## config.mk

```make
export PLATFORM = sky130hd
export DESIGN_NAME = eeprom_programmer
export DESIGN_NICKNAME = d
export VERILOG_FILES = /design/src/rtl/eeprom_programmer.sv
export SDC_FILE = /design/constraint.sdc
export NUM_CORES = 1
export LEC_CHECK = 0
export CORE_ASPECT_RATIO = 1.2
export CORE_MARGIN = 2
export CORE_UTILIZATION = 24
export CTS_BUF_LIST = sky130_fd_sc_hd__clkbuf_4 sky130_fd_sc_hd__clkbuf_8 sky130_fd_sc_hd__clkbuf_16
export CTS_CLUSTER_SIZE = 30
export DETAILED_ROUTE_END_ITERATION = 12
export PLACE_DENSITY_LB_ADDON = 0.25
export SLEW_MARGIN = 20
export SYNTH_ARGS = -nofsm -noshare
export SYNTH_HDL_FRONTEND = slang
export SYNTH_SLANG_ARGS = --single-unit
```

## constraint.sdc

```tcl
create_clock -name clk -period 2.3 [get_ports clk]
set_input_delay 0.575 -clock clk [delete_from_list [all_inputs] [get_ports clk]]
set_output_delay 0.575 -clock clk [all_outputs]
set_load 0.01 [all_outputs]
```

## src/rtl/eeprom_programmer.sv

```systemverilog
// eeprom_programmer: paged parallel-EEPROM byte/page writer with DQ7 data polling.
// Ports: clk, nrst (async active-low reset);
//        wr_valid/wr_ready/wr_addr/wr_data/wr_last byte stream in;
//        busy, done (one-clock pulse), err (sticky polling timeout) status out;
//        ee_addr, ee_dq_out, ee_dq_oe, ee_dq_in, ee_nce, ee_nwe, ee_noe EEPROM pins.
// Build option: define EEPROM_SDP_EN to prefix every page started from IDLE with
//        the three-cycle software-data-protection unlock sequence.
module eeprom_programmer #(
    parameter int SETUP_CYC   = 2,
    parameter int WE_LOW_CYC  = 4,
    parameter int WE_HIGH_CYC = 2,
    parameter int BLC_CYC     = 1000,
    parameter int POLL_CYC    = 2,
    parameter int TIMEOUT_CYC = 20000
) (
    input  logic        clk,
    input  logic        nrst,
    input  logic        wr_valid,
    output logic        wr_ready,
    input  logic [14:0] wr_addr,
    input  logic [7:0]  wr_data,
    input  logic        wr_last,
    output logic        busy,
    output logic        done,
    output logic        err,
    output logic [14:0] ee_addr,
    output logic [7:0]  ee_dq_out,
    output logic        ee_dq_oe,
    input  logic [7:0]  ee_dq_in,
    output logic        ee_nce,
    output logic        ee_nwe,
    output logic        ee_noe
);
    localparam logic [2:0] IDLE      = 3'd0;
    localparam logic [2:0] SETUP     = 3'd1;
    localparam logic [2:0] WE_LOW    = 3'd2;
    localparam logic [2:0] WE_HIGH   = 3'd3;
    localparam logic [2:0] WAIT_NEXT = 3'd4;
    localparam logic [2:0] POLL_LOW  = 3'd5;
    localparam logic [2:0] POLL_HIGH = 3'd6;
    localparam logic [2:0] DONE      = 3'd7;

    logic [2:0]  state;
    logic [31:0] cnt;
    logic [31:0] tcnt;
    logic [8:0]  page;
    logic [7:0]  data_q;
    logic        last_q;
    logic        same_page;
    logic        polling;
    logic        timeout;
`ifdef EEPROM_SDP_EN
    logic [1:0]  unlock;
    logic [14:0] addr_q;
`endif

    assign same_page = wr_addr[14:6] == page;
    assign wr_ready  = state == IDLE || (state == WAIT_NEXT && (!wr_valid || same_page));
    assign polling   = state == POLL_LOW || state == POLL_HIGH;
    assign timeout   = polling && tcnt == 32'(TIMEOUT_CYC - 1);

    always_ff @(posedge clk or negedge nrst) begin
        if (!nrst) begin
            state     <= IDLE;
            cnt       <= '0;
            tcnt      <= '0;
            page      <= '0;
            data_q    <= '0;
            last_q    <= 1'b0;
            busy      <= 1'b0;
            done      <= 1'b0;
            err       <= 1'b0;
            ee_addr   <= '0;
            ee_dq_out <= '0;
            ee_dq_oe  <= 1'b0;
            ee_nce    <= 1'b1;
            ee_nwe    <= 1'b1;
            ee_noe    <= 1'b1;
`ifdef EEPROM_SDP_EN
            unlock    <= '0;
            addr_q    <= '0;
`endif
        end else begin
            done <= 1'b0;
            if (timeout) begin
                state  <= IDLE;
                busy   <= 1'b0;
                err    <= 1'b1;
                ee_nce <= 1'b1;
                ee_noe <= 1'b1;
                cnt    <= '0;
                tcnt   <= '0;
            end else begin
                if (polling)
                    tcnt <= tcnt + 32'd1;
                case (state)
                    IDLE: if (wr_valid) begin
                        page     <= wr_addr[14:6];
                        data_q   <= wr_data;
                        last_q   <= wr_last;
                        err      <= 1'b0;
                        busy     <= 1'b1;
                        ee_nce   <= 1'b0;
                        ee_dq_oe <= 1'b1;
                        cnt      <= '0;
                        state    <= SETUP;
`ifdef EEPROM_SDP_EN
                        // User byte is parked until the unlock cycles have gone out.
                        addr_q    <= wr_addr;
                        unlock    <= 2'd3;
                        ee_addr   <= 15'h5555;
                        ee_dq_out <= 8'hAA;
`else
                        ee_addr   <= wr_addr;
                        ee_dq_out <= wr_data;
`endif
                    end
                    SETUP: if (cnt == 32'(SETUP_CYC - 1)) begin
                        cnt    <= '0;
                        ee_nwe <= 1'b0;
                        state  <= WE_LOW;
                    end else
                        cnt <= cnt + 32'd1;
                    WE_LOW: if (cnt == 32'(WE_LOW_CYC - 1)) begin
                        cnt    <= '0;
                        ee_nwe <= 1'b1;
                        state  <= WE_HIGH;
                    end else
                        cnt <= cnt + 32'd1;
                    WE_HIGH: if (cnt == 32'(WE_HIGH_CYC - 1)) begin
                        cnt <= '0;
`ifdef EEPROM_SDP_EN
                        if (unlock != 2'd0) begin
                            unlock    <= unlock - 2'd1;
                            state     <= SETUP;
                            ee_addr   <= unlock == 2'd3 ? 15'h2AAA : unlock == 2'd2 ? 15'h5555 : addr_q;
                            ee_dq_out <= unlock == 2'd3 ? 8'h55 : unlock == 2'd2 ? 8'hA0 : data_q;
                        end else
`endif
                        if (last_q) begin
                            state    <= POLL_LOW;
                            ee_dq_oe <= 1'b0;
                            ee_noe   <= 1'b0;
                            tcnt     <= '0;
                        end else
                            state <= WAIT_NEXT;
                    end else
                        cnt <= cnt + 32'd1;
                    WAIT_NEXT: if (wr_valid && same_page) begin
                        data_q    <= wr_data;
                        last_q    <= wr_last;
                        ee_addr   <= wr_addr;
                        ee_dq_out <= wr_data;
                        err       <= 1'b0;
                        cnt       <= '0;
                        state     <= SETUP;
                    end else if (wr_valid || cnt == 32'(BLC_CYC - 1)) begin
                        // Foreign page or expired byte-load window: close the page without accepting.
                        cnt      <= '0;
                        tcnt     <= '0;
                        ee_dq_oe <= 1'b0;
                        ee_noe   <= 1'b0;
                        state    <= POLL_LOW;
                    end else
                        cnt <= cnt + 32'd1;
                    POLL_LOW: if (cnt == 32'(POLL_CYC - 1)) begin
                        cnt    <= '0;
                        ee_noe <= 1'b1;
                        if (ee_dq_in[7] == data_q[7]) begin
                            done   <= 1'b1;
                            ee_nce <= 1'b1;
                            state  <= DONE;
                        end else
                            state <= POLL_HIGH;
                    end else
                        cnt <= cnt + 32'd1;
                    POLL_HIGH: begin
                        ee_noe <= 1'b0;
                        state  <= POLL_LOW;
                    end
                    DONE: begin
                        busy  <= 1'b0;
                        state <= IDLE;
                    end
                    default: state <= IDLE;
                endcase
            end
        end
    end
endmodule
```

* Word level (Yosys, flattened, before mapping)
Index checks and enable logic that the tools add are counted.
** Storage, ports and cells
- Bits in latches :: 0
- Bits in read-only memories :: 0
- Word-level logic and storage cells :: 137
- Memory bits (writable) :: 0
- Memories kept :: 0
- Output and inout bits :: 31
- Bits in registers :: 107
- Bits of input ports :: 35
** Cells by class
- $add $sub $neg :: 2
- Divide/modulo/power cells :: 0
- Equality and inequality tests :: 32
- Multiply operators :: 0
- Shifts and indexed selects :: 0
- Reduce and logical (&&, ||, !) cells :: 28
- Magnitude comparators :: 0
- Bitwise logic cells :: 1
- Multiplexer cells :: 60
** Operator list (count)
- $mux W32 :: 12
- $pmux W32 S4 :: 1
- $add A32 B1 Y32 const B :: 2
- $pmux W32 S2 :: 1
- $eq A32 B1 Y1 const B :: 1
- $eq A32 B10 Y1 const B :: 1
- $eq A32 B15 Y1 const B :: 1
- $eq A32 B2 Y1 const B :: 1
- $mux W15 :: 2
- $pmux W15 S2 :: 1
- $mux W1 :: 24
- $mux W3 :: 8
- $pmux W3 S8 :: 1
- $ne A3 B3 Y1 const B :: 6
- $mux W8 :: 2
- $pmux W8 S2 :: 1
- $eq A3 B3 Y1 const B :: 4
- $ne A2 B2 Y1 const B :: 6
- $ne A3 B2 Y1 const B :: 4
- $reduce_and A4 Y1 :: 3
- $reduce_and A6 Y1 :: 2
- $reduce_bool A3 Y1 :: 4
- $pmux W1 S2 :: 5
- $reduce_bool A5 Y1 :: 2
- other kinds (18) :: 28

* Logic depth before layout (Yosys ltp)
Gate-level depths: netlist of the first run.
- Depth in word-level cells :: 7
- Gate-level depth with buffers :: 10
- Gate-level depth less buffers :: 7

* Least setup slack after synthesis of the first run
OpenSTA, ideal clock, no wires.
- Path type :: reg2reg
- From :: register cnt[17]
- To :: register state[2]
- Buffers on the path :: 1
- Setup time :: 104 ps
- Data required time :: 2196 ps
- Arrival :: 2090 ps
- Stages on the path, launching flop included :: 8
- Path slack :: 107 ps
- Cell sequence :: dfrtp_1 -> nor4_2 -> nand4_2 -> or3_1 -> buf_6 -> nor3b_4 -> or2_4 -> o41ai_2
** Between the ends
- Word-level cells in the longest chain between the ends :: 4
** RTL lines
- start: declaration :: line 44 : logic [31:0] cnt;
- start signal: assignment :: line 123 : cnt <= cnt + 32'd1;
- start signal: assignment :: line 129 : cnt <= cnt + 32'd1;
- start signal: assignment :: line 148 : cnt <= cnt + 32'd1;
- $eq A32 B10 Y1 :: line 157 : end else if (wr_valid || cnt == 32'(BLC_CYC - 1)) begin
- $logic_or A1 B1 Y1 :: line 157
- $ne A4 B2 Y1 (no line)
- $reduce_and A6 Y1 (no line) (*)
- end signal: assignment :: line 156 : state <= SETUP;
- end signal: assignment :: line 163 : state <= POLL_LOW;
- end signal: assignment :: line 172 : state <= DONE;
- end: declaration :: line 43 : logic [2:0] state;
Every way passes the cells marked *; elsewhere a longest branch is shown, timed or not.
A chain may end at the register's enable or synchronous reset.

* Worst setup path after layout of the first run
- From :: input port wr_addr[11]
- To :: output port wr_ready
** Between the ends
- Word-level cells in the longest chain between the ends :: 4
** RTL lines
- start: declaration :: line 20 : input logic [14:0] wr_addr,
- $eq A9 B9 Y1 :: line 57 : assign same_page = wr_addr[14:6] == page;
- $logic_or A1 B1 Y1 :: line 58 : assign wr_ready = state == IDLE || (state == WAIT_NEXT && (!wr_valid || same_page));
- $logic_and A1 B1 Y1 :: line 58
- $logic_or A1 B1 Y1 :: line 58
- end: declaration :: line 19 : output logic wr_ready,
Every way passes these cells.

==> flow_summary.json, run 1 <==
{
  "synth_largest_area_cell": "dfrtp_1",
  "crit_required_ps": 1730,
  "io_buffers": 58,
  "multi_input_area_um2": 3143,
  "gr-usage-all-layers_pct": 12.85,
  "ys_ff_latch": 107,
  "rsz0062_at_grt": "true",
  "yosysWarnings": 0,
  "fin_crit_ps": 2409,
  "muxShareOfSynthArea_pct": 6.758,
  "grt_max_degree": 38,
  "worstPathArrival_ps": 1830,
  "cts_hold_buf": 0,
  "tightest_slew_ps": 538.1,
  "r2r-end": "tcnt[3]",
  "synthToLayoutAreaGrowth_pct": 46.73,
  "setup_slack_ps": -108.7,
  "num-fill-cells": 2345,
  "clock_skew_ps": 15.53,
  "rrSetupSlack_ps": -20,
  "setup_viol": 34,
  "vias_per_cell": 4.593,
  "synth_top_area_share_pct": 46.09,
  "gp_congestion": 0.7505,
  "clock_latency_ps": 370,
  "vdd_drop_max_mv": 0.3341,
  "antenna_cells": 0,
  "synth-compound-area-share_pct": 9.905,
  "yosysMostFrequentCell": "dfrtp_1",
  "regToRegStartpoint": "page[5]",
  "placeableCoreArea_um2": 23130,
  "num_vias": 4937,
  "synth_top_family_by_area": "simple AND/OR/NAND/NOR gates",
  "synth_edf_count": 0,
  "crit_start": "wr_addr[11]",
  "startpoint_type": "input pin",
  "hold_viol_final": 0,
  "slew_headroom_pct": 64.13,
  "ant_nets": 0,
  "min_period_over_period_pct": 104.7,
  "dp_hpwl_um": 11070,
  "grt_pass1_wl_um": 25110,
  "yosysUniqueCellTypes": 57,
  "antenna_found_initial": 0,
  "fmax_ghz": 0.4152,
  "seq_area_um2": 2681,
  "worst-setup-path-type": "in -> out",
  "die_area_um2": 24780,
  "ctsLongestPathBuffers": 2,
  "cp_max_fo": 2,
  "rows": 61,
  "postSynthAreaPerCell_um2": 9.702,
  "whs_ps": 180.6,
  "drt_wl_total_um": 15600,
  "max_cap_violations": 0,
  "path_clk_slew_ps": 80,
  "routedWlPerCell_um": 14.51,
  "remaining_drc_errors": 0,
  "die_width_um": 144.0,
  "p_total_mw": 3.848,
  "rr_worst_depth": 11,
  "cts-root-buf": "clkbuf_16",
  "syn_inst": 582,
  "async_flop_share_pct": 100.0,
  "status": "finished, violations left",
  "ys_top_cells_by_area": "dfrtp_1 46%, mux2_2 6.6%, xor2_1 4.3%, nor2_1 4.1%, nand2_1 3.8%",
  "crit_end": "wr_ready",
  "postLayoutCoreUtil_pct": 35.83,
  "initial_core_util_pct": 24.42,
  "cts_tree": "built",
  "synth_nets": 620,
  "clock-sinks": 107,
  "ys.flop_type": "dfrtp_1",
  "synth-xor-area-share_pct": 6.958,
  "failed_checks": "negative setup slack",
  "synth_common_cells": "104 x dfrtp_1, 61 x nor2_1, 57 x nand2_1, 33 x mux2_2, 28 x xor2_1",
  "cts_buffers": 9,
  "grt_pass1_vias": 5035,
  "p_per_area_nw_per_um2": 464.4,
  "cts_max_level": 3,
  "num_io_pins": 66,
  "initialDrtViolationCount": 197,
  "synth_area_um2": 5647,
  "min_path_type": "in -> async",
  "slew_violations": 0,
  "synth-simple-area-share_pct": 25.19,
  "synthAdderAreaFrac_pct": 0.6647,
  "fp.dieH_um": 172.0,
  "drtPass1Iterations": 4,
  "grt.overflow.total": 0,
  "yosysSeqAreaShare_pct": 47.49,
  "drive_gt1_share_pct": 33.16,
  "nets": 793,
  "cp-end-kind": "output pin",
  "p_leak_nw": 3.483
}
-- worst min path at each step --
stage / startpoint / endpoint / slack (ps) / cells past startpoint
after floorplan: nrst / busy / 280 / 0
after global placement: err / err / 460 / 1
after detailed placement: err / err / 470 / 1
after CTS: nrst / cnt[28] / 190 / 1
after global routing: nrst / cnt[29] / 220 / 1
final: nrst / cnt[29] / 180 / 1
-- routing by layer --
| layer | global-route usage, % | up-vias | wire length, um |
|---|---|---|---|
| li1 | - | 2445 | - |
| met1 | 15.32 | 2423 | 6777 |
| met2 | 23.06 | 55 | 8192 |
| met3 | 2.520 | 14 | 396 |
| met4 | 4.263 | 0 | 234 |
| met5 | 0 | - | 0 |
-- cell type report --
class | instances | area share, %
clock buffer | 9 | 2.718
clock inverter | 7 | 1.193
inverter | 13 | 0.5889
multi-input combinational | 437 | 37.93
sequential | 107 | 32.36
tap | 315 | 4.757
timing repair buffer | 187 | 20.45
-- registers in the layout (all words and copies together) (netlist names) --
register,count
busy,1
cnt,32
data_q,8
done,1
ee_addr,15
ee_dq_oe,1
ee_nce,1
ee_noe,1
ee_nwe,1
err,1
last_q,1
page,9
state,3
tcnt,32
-- report_power, final --
group	switching [mW]	total (mW)	leakage, nW	internal, mW
clock network	0.868	1.66	0.157	0.797
registers	0.0255	1.94	1.34	1.91
logic	0.122	0.247	1.98	0.125
total	1.01	3.85	3.48	2.83
-- metrics by stage --
stage                     worst slack, ps  std cells  instance area, um^2  TNS, ps
after global placement             -792.6       1043                 7423   -27530
after CTS                          -135.0       1062                 7844   -201.8
after detailed placement           -819.4       1043                 7423   -26580
after global routing               -246.8       1075                 8285   -10530
final                              -108.7       1075                 8285   -701.6
after floorplan                     106.5        582                 5647        0
-- critical path, cell delays in order --
cell	delay (ps)
clkdlybuf4s15_1	190
xor2_1	170
nor4_2	260
nand4_1	180
a311oi_2	270
buf_2	180
-- cell usage in the layout (no fill, tap or decap), types with 4 or more instances in the layout --
| master | synthesis | routed |
|---|---|---|
| and2_1 | 9 | 9 |
| nor2b_1 | 7 | 7 |
| o31ai_1 | 6 | 4 |
| o21ai_0 | 25 | 18 |
| nor4_1 | 17 | 11 |
| xor2_1 | 28 | 28 |
| inv_1 | 13 | 13 |
| a21oi_1 | 20 | 15 |
| nor4_2 | 3 | 5 |
| clkdlybuf4s50_1 | 0 | 49 |
| nor3_1 | 19 | 10 |
| clkinv_8 | 0 | 4 |
| and3_1 | 9 | 9 |
| or3_1 | 14 | 13 |
| nand4_1 | 20 | 20 |
| a21oi_2 | 0 | 4 |
| nand2_1 | 57 | 55 |
| nor4_4 | 0 | 4 |
| xnor2_1 | 15 | 15 |
| o211ai_1 | 7 | 7 |
| buf_4 | 2 | 113 |
| o22ai_1 | 8 | 7 |
| buf_12 | 0 | 6 |
| and4_1 | 5 | 5 |
| dfrtp_1 | 104 | 104 |
| o21a_1 | 4 | 4 |
| mux2_2 | 33 | 33 |
| o21ai_1 | 0 | 6 |
| buf_6 | 2 | 8 |
| nor3_2 | 1 | 8 |
| dlygate4sd2_1 | 0 | 4 |
| clkbuf_16 | 0 | 12 |
| nand3_1 | 27 | 25 |
| nor2_1 | 61 | 43 |
| nor2_2 | 0 | 16 |
-- cells by family after synthesis --
family          count (synthesis)
xor+xnor                       44
compound gates                 88
mux                            34
flops                         107
simple gates                  268
fa+ha+maj                       3
buf+inv                        38
-- what timing repair did --
item                                    CTS  global route
hold endpoints to repair                  0             0
endpoints found under the setup margin   65            90
pin swaps                                10            12
setup buffers                             3             8
cloned                                    0             5
resized for setup                        30            66
Note: power is estimated with default switching activity, not from simulation.
==> run 2, diff against run 1 <==
--- a/config.mk
+++ b/config.mk
@@ -7,7 +7,7 @@
 export LEC_CHECK = 0
 export CORE_ASPECT_RATIO = 1.2
 export CORE_MARGIN = 2
-export CORE_UTILIZATION = 24
+export CORE_UTILIZATION = 51
 export CTS_BUF_LIST = sky130_fd_sc_hd__clkbuf_4 sky130_fd_sc_hd__clkbuf_8 sky130_fd_sc_hd__clkbuf_16
 export CTS_CLUSTER_SIZE = 30
 export DETAILED_ROUTE_END_ITERATION = 12
==> run 2 against run 1 <==
  * The flow still finishes with violations (negative setup slack)
  * Wire length is 0.67% higher
  * Largest power group unchanged
  * Highest routed layer unchanged
  * Critical path depth stayed put
  * Clock power is 7% lower
  * Design area is 3.4% lower
  * Clock-buffer cell count stayed put
  * Cell count is 19% lower
==> flow_summary.json, run 2 (synthesis results as in run 1) <==
{
  "status": "finished, violations left",
  "failed_checks": "negative setup slack",
  "final_cell_mix": "102 x dfrtp_1, 93 x buf_4, 56 x nand2_1, 48 x clkdlybuf4s50_1, 43 x nor2_1",
  "startpoint_type": "flop",
  "min_period_over_period_pct": 104.0,
  "layout_commonest_cell": "dfrtp_1",
  "vdd_drop_max_mv": 0.3746,
  "path_clk_slew_ps": 80,
  "die_width_um": 100.1,
  "cp_max_fo": 5,
  "ctsLongestPathBuffers": 2,
  "num-fill-cells": 736,
  "whs_ps": 173.2,
  "remaining_drc_errors": 0,
  "fin_crit_ps": 2393,
  "r2r-end": "state[2]",
  "dp_slack_ps": -862.0,
  "dp_hpwl_um": 10130,
  "grt_use_met2_pct": 45.86,
  "slew_headroom_pct": 67.70,
  "top_usage_layer": "met2",
  "rows": 42,
  "hold_viol_final": 0,
  "grt_util_met3_pct": 4.930,
  "cts-root-buf": "clkbuf_16",
  "cts_tree": "built",
  "slew_violations": 0,
  "worst-setup-path-type": "reg -> reg",
  "crit_required_ps": 2560,
  "synthToLayoutAreaGrowth_pct": 41.81,
  "setup_viol": 22,
  "drive_gt1_share_pct": 32.80,
  "use_met1_pct": 28.62,
  "antenna_found_initial": 0,
  "regToRegStartpoint": "cnt[21]",
  "setup_slack_ps": -92.60,
  "drt_wl_total_um": 15710,
  "max_cap_violations": 0,
  "cp-end-kind": "flop",
  "worstPathArrival_ps": 2650,
  "min_path_type": "in -> async",
  "rr_worst_depth": 6,
  "top_regs": "cnt: 32 flops, tcnt: 32 flops, ee_addr: 15 flops",
  "num_io_pins": 66,
  "p_per_area_nw_per_um2": 465.4,
  "initial_core_util_pct": 51.66,
  "io_buffers": 58,
  "drtPass1Iterations": 5,
  "p_total_mw": 3.727,
  "tightest_slew_ps": 484.5,
  "nets": 777,
  "ant_nets": 0,
  "dp_cells": 842,
  "crit_start": "cnt[21]",
  "routedWlPerCell_um": 17.93,
  "fin_cells": 876,
  "cts_buffers": 9,
  "gr-usage-all-layers_pct": 25.02,
  "gp_congestion": 0.9140,
  "clock_skew_ps": 8.979,
  "num_vias": 5231,
  "initialDrtViolationCount": 370,
  "grt_pass1_wl_um": 24030,
  "seq_area_um2": 2684,
  "multi_input_area_um2": 3222,
  "cts_max_level": 3,
  "clock-sinks": 107,
  "clock_latency_ps": 360,
  "placeableCoreArea_um2": 10930,
  "p_leak_nw": 3.398,
  "fmax_ghz": 0.4180,
  "grt.overflow.total": 0,
  "postLayoutCoreUtil_pct": 73.26,
  "die_area_um2": 11930,
  "rsz0062_at_grt": "true",
  "grt_pass1_vias": 5162,
  "fp.dieH_um": 119.3,
  "grt_max_degree": 52,
  "antenna_cells": 0,
  "vias_per_cell": 5.971,
  "rrSetupSlack_ps": -90
}
## run 2: area by class of cell
class / instances / area share, %
Clock buffer: 9 / 2.813
Clock inverter: 7 / 0.8594
Inverter: 13 / 0.6094
Multi-Input combinational cell: 437 / 40.23
Sequential cell: 107 / 33.52
Tap cell: 132 / 2.062
Timing Repair Buffer: 171 / 19.91
## run 2: worst max path at each step
stage | end | cells past startpoint
2_1_floorplan | state[2] | 7
3_3_place_gp | wr_ready | 6
3_5_place_dp | wr_ready | 6
4_1_cts | wr_ready | 5
5_1_grt | cnt[23] | 8
6_report | state[2] | 6
## run 2: through the flow
stage | TNS (ps) | cell area (um^2)
final | -809.8 | 8008
after global routing | -7063 | 8008
after CTS | -122.2 | 7443
after detailed placement | -30530 | 7034
after global placement | -25060 | 7034
after floorplan | 0 | 5647
## run 2: what timing repair did
| action | in CTS | in global routing |
|---|---|---|
| pin swaps | 11 | 40 |
| gates cloned | 1 | 3 |
| endpoints found under the setup margin | 63 | 53 |
| gates resized for setup | 34 | 94 |
| buffers inserted | 5 | 10 |
| hold buffers | 0 | 0 |
## run 2: where the power goes
group          total [mW]  switching (mW)  internal (mW)
clock                1.55           0.780          0.767
combinational       0.240           0.123          0.116
sequential           1.94          0.0307           1.91
## run 2: critical path, stage by stage, from the launching register on
cell	delay, ps
dfrtp_1	420
nor4_1	400
nand2_2	250
or3_4	440
nor3b_4	190
or2_4	270
o41ai_4	320
## run 2: per-layer routing
layer | share of wire, % | routed length, um | vias up
met4 | 2.6 | 416 | 0
met5 | 0 | 0 | -
met3 | 4.3 | 672 | 43
met1 | 38 | 6030 | 2610
met2 | 55 | 8587 | 172
li1 | - | - | 2406
